File: config.mk
export PLATFORM = sky130hd
export DESIGN_NAME = rs_issue_select_flat
export DESIGN_NICKNAME = d
export VERILOG_FILES = /design/src/rtl/rs_issue_select_pkg.sv /design/src/rtl/rs_issue_select_if.sv /design/src/rtl/rs_issue_select_age_matrix.sv /design/src/rtl/rs_issue_select.sv /design/src/flat_wrapper.sv
export SDC_FILE = /design/constraint.sdc
export NUM_CORES = 1
export LEC_CHECK = 0
export CORE_MARGIN = 2
export CORE_UTILIZATION = 37
export CTS_BUF_LIST = sky130_fd_sc_hd__clkbuf_4
export CTS_CLUSTER_DIAMETER = 100
export DETAILED_ROUTE_END_ITERATION = 16
export HOLD_SLACK_MARGIN = 0.06
export SKIP_CTS_REPAIR_TIMING = 1
export SYNTH_ARGS = -nofsm -noshare
export SYNTH_HDL_FRONTEND = slang
export SYNTH_HIERARCHICAL = 1
export SYNTH_SLANG_ARGS = --single-unit
File: constraint.sdc
create_clock -name clk -period 10.69 [get_ports clk]
set_input_delay 3.207 -clock clk [delete_from_list [all_inputs] [get_ports clk]]
set_output_delay 3.207 -clock clk [all_outputs]
set_load 0.02 [all_outputs]
File: src/rtl/rs_issue_select_pkg.sv
// Shared sizing for the RS select stage: entry count, index width and index type.
package rs_issue_select_pkg;
  localparam int RS_ENTRIES = 16;
  localparam int IDX_W      = $clog2(RS_ENTRIES);

  typedef logic [IDX_W-1:0] rs_idx_t;
endpackage

File: src/rtl/rs_issue_select_if.sv
// Select-stage bundle: dispatch alloc, wakeup request/grant, FU issue handshake and free return.
interface rs_issue_select_if #(
  parameter int RS_ENTRIES = rs_issue_select_pkg::RS_ENTRIES
);
  localparam int IDX_W = $clog2(RS_ENTRIES);

  logic                  flush;
  logic                  alloc_en;
  logic [IDX_W-1:0]      alloc_index;
  logic [RS_ENTRIES-1:0] request_vector;
  logic                  grant_en;
  logic [IDX_W-1:0]      grant_index;
  logic                  issue_valid;
  logic [IDX_W-1:0]      issue_index;
  logic                  issue_ready;
  logic                  free_en;
  logic [IDX_W-1:0]      free_index;

  modport master (
    output flush, alloc_en, alloc_index, request_vector, issue_ready,
    input  grant_en, grant_index, issue_valid, issue_index, free_en, free_index
  );

  modport slave (
    input  flush, alloc_en, alloc_index, request_vector, issue_ready,
    output grant_en, grant_index, issue_valid, issue_index, free_en, free_index
  );
endinterface

File: src/rtl/rs_issue_select_age_matrix.sv
// Age matrix for oldest-first select: age[i][j]=1 means entry i is older than entry j.
// Produces a one-hot pick of the oldest requester; unresolved ties fall to the lowest index.
module rs_age_matrix #(
  parameter int RS_ENTRIES = rs_issue_select_pkg::RS_ENTRIES,
  localparam int IDX_W     = $clog2(RS_ENTRIES)
) (
  input  logic                  clk,
  input  logic                  rst,
  input  logic                  flush,
  input  logic                  alloc_en,
  input  logic [IDX_W-1:0]      alloc_index,
  input  logic [RS_ENTRIES-1:0] req,
  output logic [RS_ENTRIES-1:0] pick_oh
);
  logic [RS_ENTRIES-1:0] age [RS_ENTRIES];
  logic [RS_ENTRIES-1:0] cand;

  always_ff @(posedge clk) begin
    if (rst || flush) begin
      for (int i = 0; i < RS_ENTRIES; i++) age[i] <= '0;
    end else if (alloc_en) begin
      // New entry becomes the youngest: nobody is younger than it, everybody is older.
      for (int i = 0; i < RS_ENTRIES; i++) begin
        if (IDX_W'(i) == alloc_index) age[i] <= '0;
        else                          age[i][alloc_index] <= 1'b1;
      end
    end
  end

  always_comb begin
    cand = '0;
    for (int i = 0; i < RS_ENTRIES; i++) begin
      logic older_req;
      older_req = 1'b0;
      for (int j = 0; j < RS_ENTRIES; j++) older_req = older_req | (req[j] & age[j][i]);
      cand[i] = req[i] & ~older_req;
    end
  end

  assign pick_oh = cand & (~cand + RS_ENTRIES'(1));
endmodule

File: src/rtl/rs_issue_select.sv
// RS issue select: one grant per cycle into a valid/ready issue register, free on handshake.
// Define SELECT_AGE_PRIORITY_EN for oldest-first select; default build is round-robin.
module rs_issue_select
  import rs_issue_select_pkg::*;
#(
  parameter int RS_ENTRIES = rs_issue_select_pkg::RS_ENTRIES,
  localparam int IDX_W     = $clog2(RS_ENTRIES)
) (
  input logic                clk,
  input logic                rst,
  rs_issue_select_if.slave   io
);
  logic                  accept;
  logic                  grant;
  logic [RS_ENTRIES-1:0] pick_oh;
  logic [IDX_W-1:0]      pick_idx;
  logic                  issue_valid_q;
  logic [IDX_W-1:0]      issue_index_q;
  logic                  alloc_conflict;

`ifdef SELECT_AGE_PRIORITY_EN
  rs_age_matrix #(.RS_ENTRIES(RS_ENTRIES)) u_age (
    .clk         (clk),
    .rst         (rst),
    .flush       (io.flush),
    .alloc_en    (io.alloc_en),
    .alloc_index (io.alloc_index),
    .req         (io.request_vector),
    .pick_oh     (pick_oh)
  );
`else
  logic [IDX_W-1:0] rr_ptr;
  logic [IDX_W-1:0] rr_idx;
  logic             rr_found;

  always_comb begin
    pick_oh  = '0;
    rr_idx   = '0;
    rr_found = 1'b0;
    for (int off = 0; off < RS_ENTRIES; off++) begin
      rr_idx = IDX_W'((int'(rr_ptr) + off) % RS_ENTRIES);
      if (!rr_found && io.request_vector[rr_idx]) begin
        pick_oh[rr_idx] = 1'b1;
        rr_found        = 1'b1;
      end
    end
  end

  always_ff @(posedge clk) begin
    if (rst || io.flush)             rr_ptr <= '0;
    else if (grant) begin
      if (pick_idx == IDX_W'(RS_ENTRIES - 1)) rr_ptr <= '0;
      else                                    rr_ptr <= pick_idx + IDX_W'(1);
    end
  end
`endif

  always_comb begin
    pick_idx = '0;
    for (int i = 0; i < RS_ENTRIES; i++)
      if (pick_oh[i]) pick_idx = pick_idx | IDX_W'(i);
  end

  assign accept = ~issue_valid_q | io.issue_ready;
  assign grant  = accept & (|io.request_vector) & ~io.flush & ~rst;

  always_ff @(posedge clk) begin
    if (rst || io.flush) begin
      issue_valid_q <= 1'b0;
      issue_index_q <= '0;
    end else if (grant) begin
      issue_valid_q <= 1'b1;
      issue_index_q <= pick_idx;
    end else if (accept) begin
      issue_valid_q <= 1'b0;
    end
  end

  assign io.grant_en    = grant;
  assign io.grant_index = grant ? pick_idx : '0;
  assign io.issue_valid = issue_valid_q;
  assign io.issue_index = issue_index_q;
  assign io.free_en     = issue_valid_q & io.issue_ready & ~io.flush & ~rst;
  assign io.free_index  = issue_index_q;

  // An entry cannot be ready to issue in the cycle dispatch is still writing it.
  assign alloc_conflict = io.alloc_en & io.request_vector[io.alloc_index];
  a_no_req_on_alloc: assert property (@(posedge clk) disable iff (rst) !alloc_conflict);
endmodule
File: src/flat_wrapper.sv
// flat-port wrapper written by rule: the top's interface ports become plain ports
module rs_issue_select_flat import rs_issue_select_pkg::*;
#(
  parameter int RS_ENTRIES = rs_issue_select_pkg::RS_ENTRIES,
  localparam int IDX_W     = $clog2(RS_ENTRIES)
)
  (clk, rst, io_flush, io_alloc_en, io_alloc_index, io_request_vector, io_issue_ready, io_grant_en, io_grant_index, io_issue_valid, io_issue_index, io_free_en, io_free_index);
  rs_issue_select_if #(.RS_ENTRIES(RS_ENTRIES)) io_i ();
  input logic clk;
  input logic rst;
  input wire logic [$bits(io_i.flush)-1:0] io_flush;
  input wire logic [$bits(io_i.alloc_en)-1:0] io_alloc_en;
  input wire logic [$bits(io_i.alloc_index)-1:0] io_alloc_index;
  input wire logic [$bits(io_i.request_vector)-1:0] io_request_vector;
  input wire logic [$bits(io_i.issue_ready)-1:0] io_issue_ready;
  output wire logic [$bits(io_i.grant_en)-1:0] io_grant_en;
  output wire logic [$bits(io_i.grant_index)-1:0] io_grant_index;
  output wire logic [$bits(io_i.issue_valid)-1:0] io_issue_valid;
  output wire logic [$bits(io_i.issue_index)-1:0] io_issue_index;
  output wire logic [$bits(io_i.free_en)-1:0] io_free_en;
  output wire logic [$bits(io_i.free_index)-1:0] io_free_index;
  assign io_i.flush = io_flush;
  assign io_i.alloc_en = io_alloc_en;
  assign io_i.alloc_index = io_alloc_index;
  assign io_i.request_vector = io_request_vector;
  assign io_i.issue_ready = io_issue_ready;
  assign io_grant_en = io_i.grant_en;
  assign io_grant_index = io_i.grant_index;
  assign io_issue_valid = io_i.issue_valid;
  assign io_issue_index = io_i.issue_index;
  assign io_free_en = io_i.free_en;
  assign io_free_index = io_i.free_index;
  rs_issue_select #(.RS_ENTRIES(RS_ENTRIES)) u_core (.clk(clk), .rst(rst), .io(io_i));
endmodule
==> out/qor.csv <==
metric,value,unit
core area,12000,µm²
Clock Latency Late Sink,260,ps
period utilisation layout,0.984,
FMAX,95.1,MHz
CTS tree,yes,
n_diodes,0,
Final setup viols,0,
first-pass GRT wire length,36000,µm
Area Overhead vs Synth,40.2,%
Unique masters post-synth,80,
min Tclk post-route,10510,ps
initial antenna violation count,0,
Setup crit end kind,output port,
Critical Path AT,7310,ps
Max-cap violations,0,
GPL Wtd Cong,1.04,
Startpoint Class,primary input,
Min-Delay Path Class,reg2reg,
clk slew on worst S/H paths,60,ps
register area share after synthesis,0.0397,
status,completed,
Initial Util,0.379,
Die H,115,µm
drt pass-1 iters,6,
Sink Count,9,
Area after DPL,6140,µm²
H-Tree Depth,1,
synthesized area,4530,µm²
HPWL Detailed,18700,µm
worst rel slew slack,0.281,
"flops & latches, synth",9,
cell area after layout,6350,µm²
share of cells above drive strength 1,0.334,
Max Slew Vio Count,0,
synthesized netlist cell count,614,
residual DRC count,0,
CP max FO,5,
# IOs,40,
R2R setup slack,4690,ps
Post-synth EDFFs,0,
Mapped Nets,653,
"Primary FF master, synth",dfxtp_1,
die area,13200,µm²
WP data required,7480,ps
cell mode on critical path,buf_4,
row count,40,
Setup Crit Path Kind,in2out,
DIE WIDTH,115,µm
post-route antenna net violation count,0,
vias in the first global route,6279,
Power Dens Cells,274,nW/µm²
Synth Area per Inst,7.38,µm²
Sum Neg Setup Slack,0,ps
cell family with most CP delay,compound AO/OA/AOI/OAI gates,
largest net degree at the start of global routing,44,
CP bufs+invs,5,
worst-path cell chain,"dlymetal6s2s_1, mux4_2, buf_4, mux4_2, nor2b_4, a31oi_1, o22a_1, o211ai_1, a221o_1, a311o_1, buf_4, buf_4, a2111o_1, or4_4, and2_4, buf_4",
vias after detailed routing,6445,
RSZ-0062 raised after global routing,false,
Overall Global Routing Usage,0.360,
Initial DRC Count,928,
Post-Route WL,23900,µm
maximum root-to-sink buffer count,2,
Worst Skew,0.665,ps
P_leak,2.62,nW
peak supply drop,0.000147,V
CTS Buf Count,3,
Async SR Flop Fraction,0,
CP max-delay cell,mux4_2,
Worst path max stage delay,530,ps
CTS root buffer,clkbuf_4,
Final Hold Viols,0,
routed vias/inst,6.90,
Worst Tran Pin Value,1080,ps
grt ovf,0,
final core utilization,0.531,
fin nets,827,
port bufs,34,
Syn. warnings,6,
routed len/inst,25.6,µm
area by class of cell:
| cell class | count | area (µm²) |
|---|---|---|
| multi-input combinational | 534 | 4080 |
| fill | 1189 | 5610 |
| tap | 147 | 184 |
| sequential | 9 | 180 |
| timing repair buffer | 223 | 1810 |
| clock buffer | 4 | 30.0 |
| inverter | 17 | 63.8 |
power breakdown:
group | total [W] | internal, W | switching [W]
sequential | 0.0000424 | 0.0000392 | 0.00000327
clock | 0.0000291 | 0.0000169 | 0.0000122
combinational | 0.00167 | 0.000713 | 0.000957
total | 0.00174 | 0.000769 | 0.000973
routing by layer:
| metal | vias up | part of all wire | GRT usage |
|---|---|---|---|
| met5 | - | 0 | 0 |
| met4 | 0 | 0.060 | 0.185 |
| li1 | 2823 | - | - |
| met3 | 107 | 0.10 | 0.0635 |
| met2 | 469 | 0.46 | 0.589 |
| met1 | 3046 | 0.38 | 0.454 |
state kept, by name, indices dropped and copies added (netlist names):
register / count
u_core/rr_ptr: 4
u_core/io.free_index: 4
u_core/io.issue_valid: 1
logic make-up after synthesis:
| logic type | synth area share |
|---|---|
| buffers and inverters | 0.0748 |
| AND/OR/NAND/NOR | 0.361 |
| multiplexers | 0.203 |
| adder cells (fa/ha/maj) | 0.0386 |
| flip-flops | 0.0397 |
| AO/OA/AOI/OAI | 0.249 |
| XOR/XNOR | 0.0340 |
synthesized netlist by cell type (all sizes together) (10+ instances only):
cell type	n	area, µm²
a21oi	26	134
a31oi	15	93.8
a32oi	12	105
and3	11	68.8
buf	20	148
clkbuf	34	128
ha	14	175
inv	14	52.6
mux2	13	146
mux2i	11	123
mux4	27	653
nand2	67	254
nand3	57	285
nand4	32	206
nor2	37	139
nor3	37	201
nor4	16	151
o211ai	10	75.1
o21ai	17	85.1
xnor2	11	119
worst paths after layout:
check             cells past startpoint               startpoint                 endpoint
setup / recovery                     16     io_request_vector[7]        io_grant_index[3]
hold / removal                        1  u_core/io.free_index[3]  u_core/io.free_index[3]
setup reg to reg                     19         u_core/rr_ptr[0]         u_core/rr_ptr[3]
hold reg to reg                       1  u_core/io.free_index[3]  u_core/io.free_index[3]
through the flow:
stage	worst slack [ps]	instances	power [W]	hold slack, ps
floorplan	827	614	0.000881	579
global placement	-685	918	0.00157	490
detailed placement	-681	918	0.00159	498
CTS	-678	922	0.00163	512
global route	75.3	934	0.00182	534
finish	176	934	0.00174	512
cell usage in the layout (no fill, tap or decap), types with 4 or more instances in the layout:
cell type / count
a2111oi_0: 4
mux4_1: 9
mux2_2: 13
a31oi_1: 15
inv_1: 13
a32oi_1: 12
clkbuf_4: 4
o211ai_1: 10
o21ai_0: 16
mux4_2: 18
dlymetal6s2s_1: 16
nand4_1: 31
dfxtp_1: 9
clkdlybuf4s50_1: 14
nand3_1: 56
nor4_1: 11
nand2_1: 66
buf_4: 186
a32o_1: 4
and4_1: 4
o221ai_1: 4
o22ai_1: 5
mux2i_1: 8
xor2_1: 4
and3_1: 11
xnor2_1: 8
a21oi_1: 25
o31ai_1: 6
a22oi_1: 9
ha_1: 14
and2_1: 8
nor3_1: 35
or3_1: 5
o32ai_1: 5
nor2_1: 37
Power figures use the tool's default switching activity.
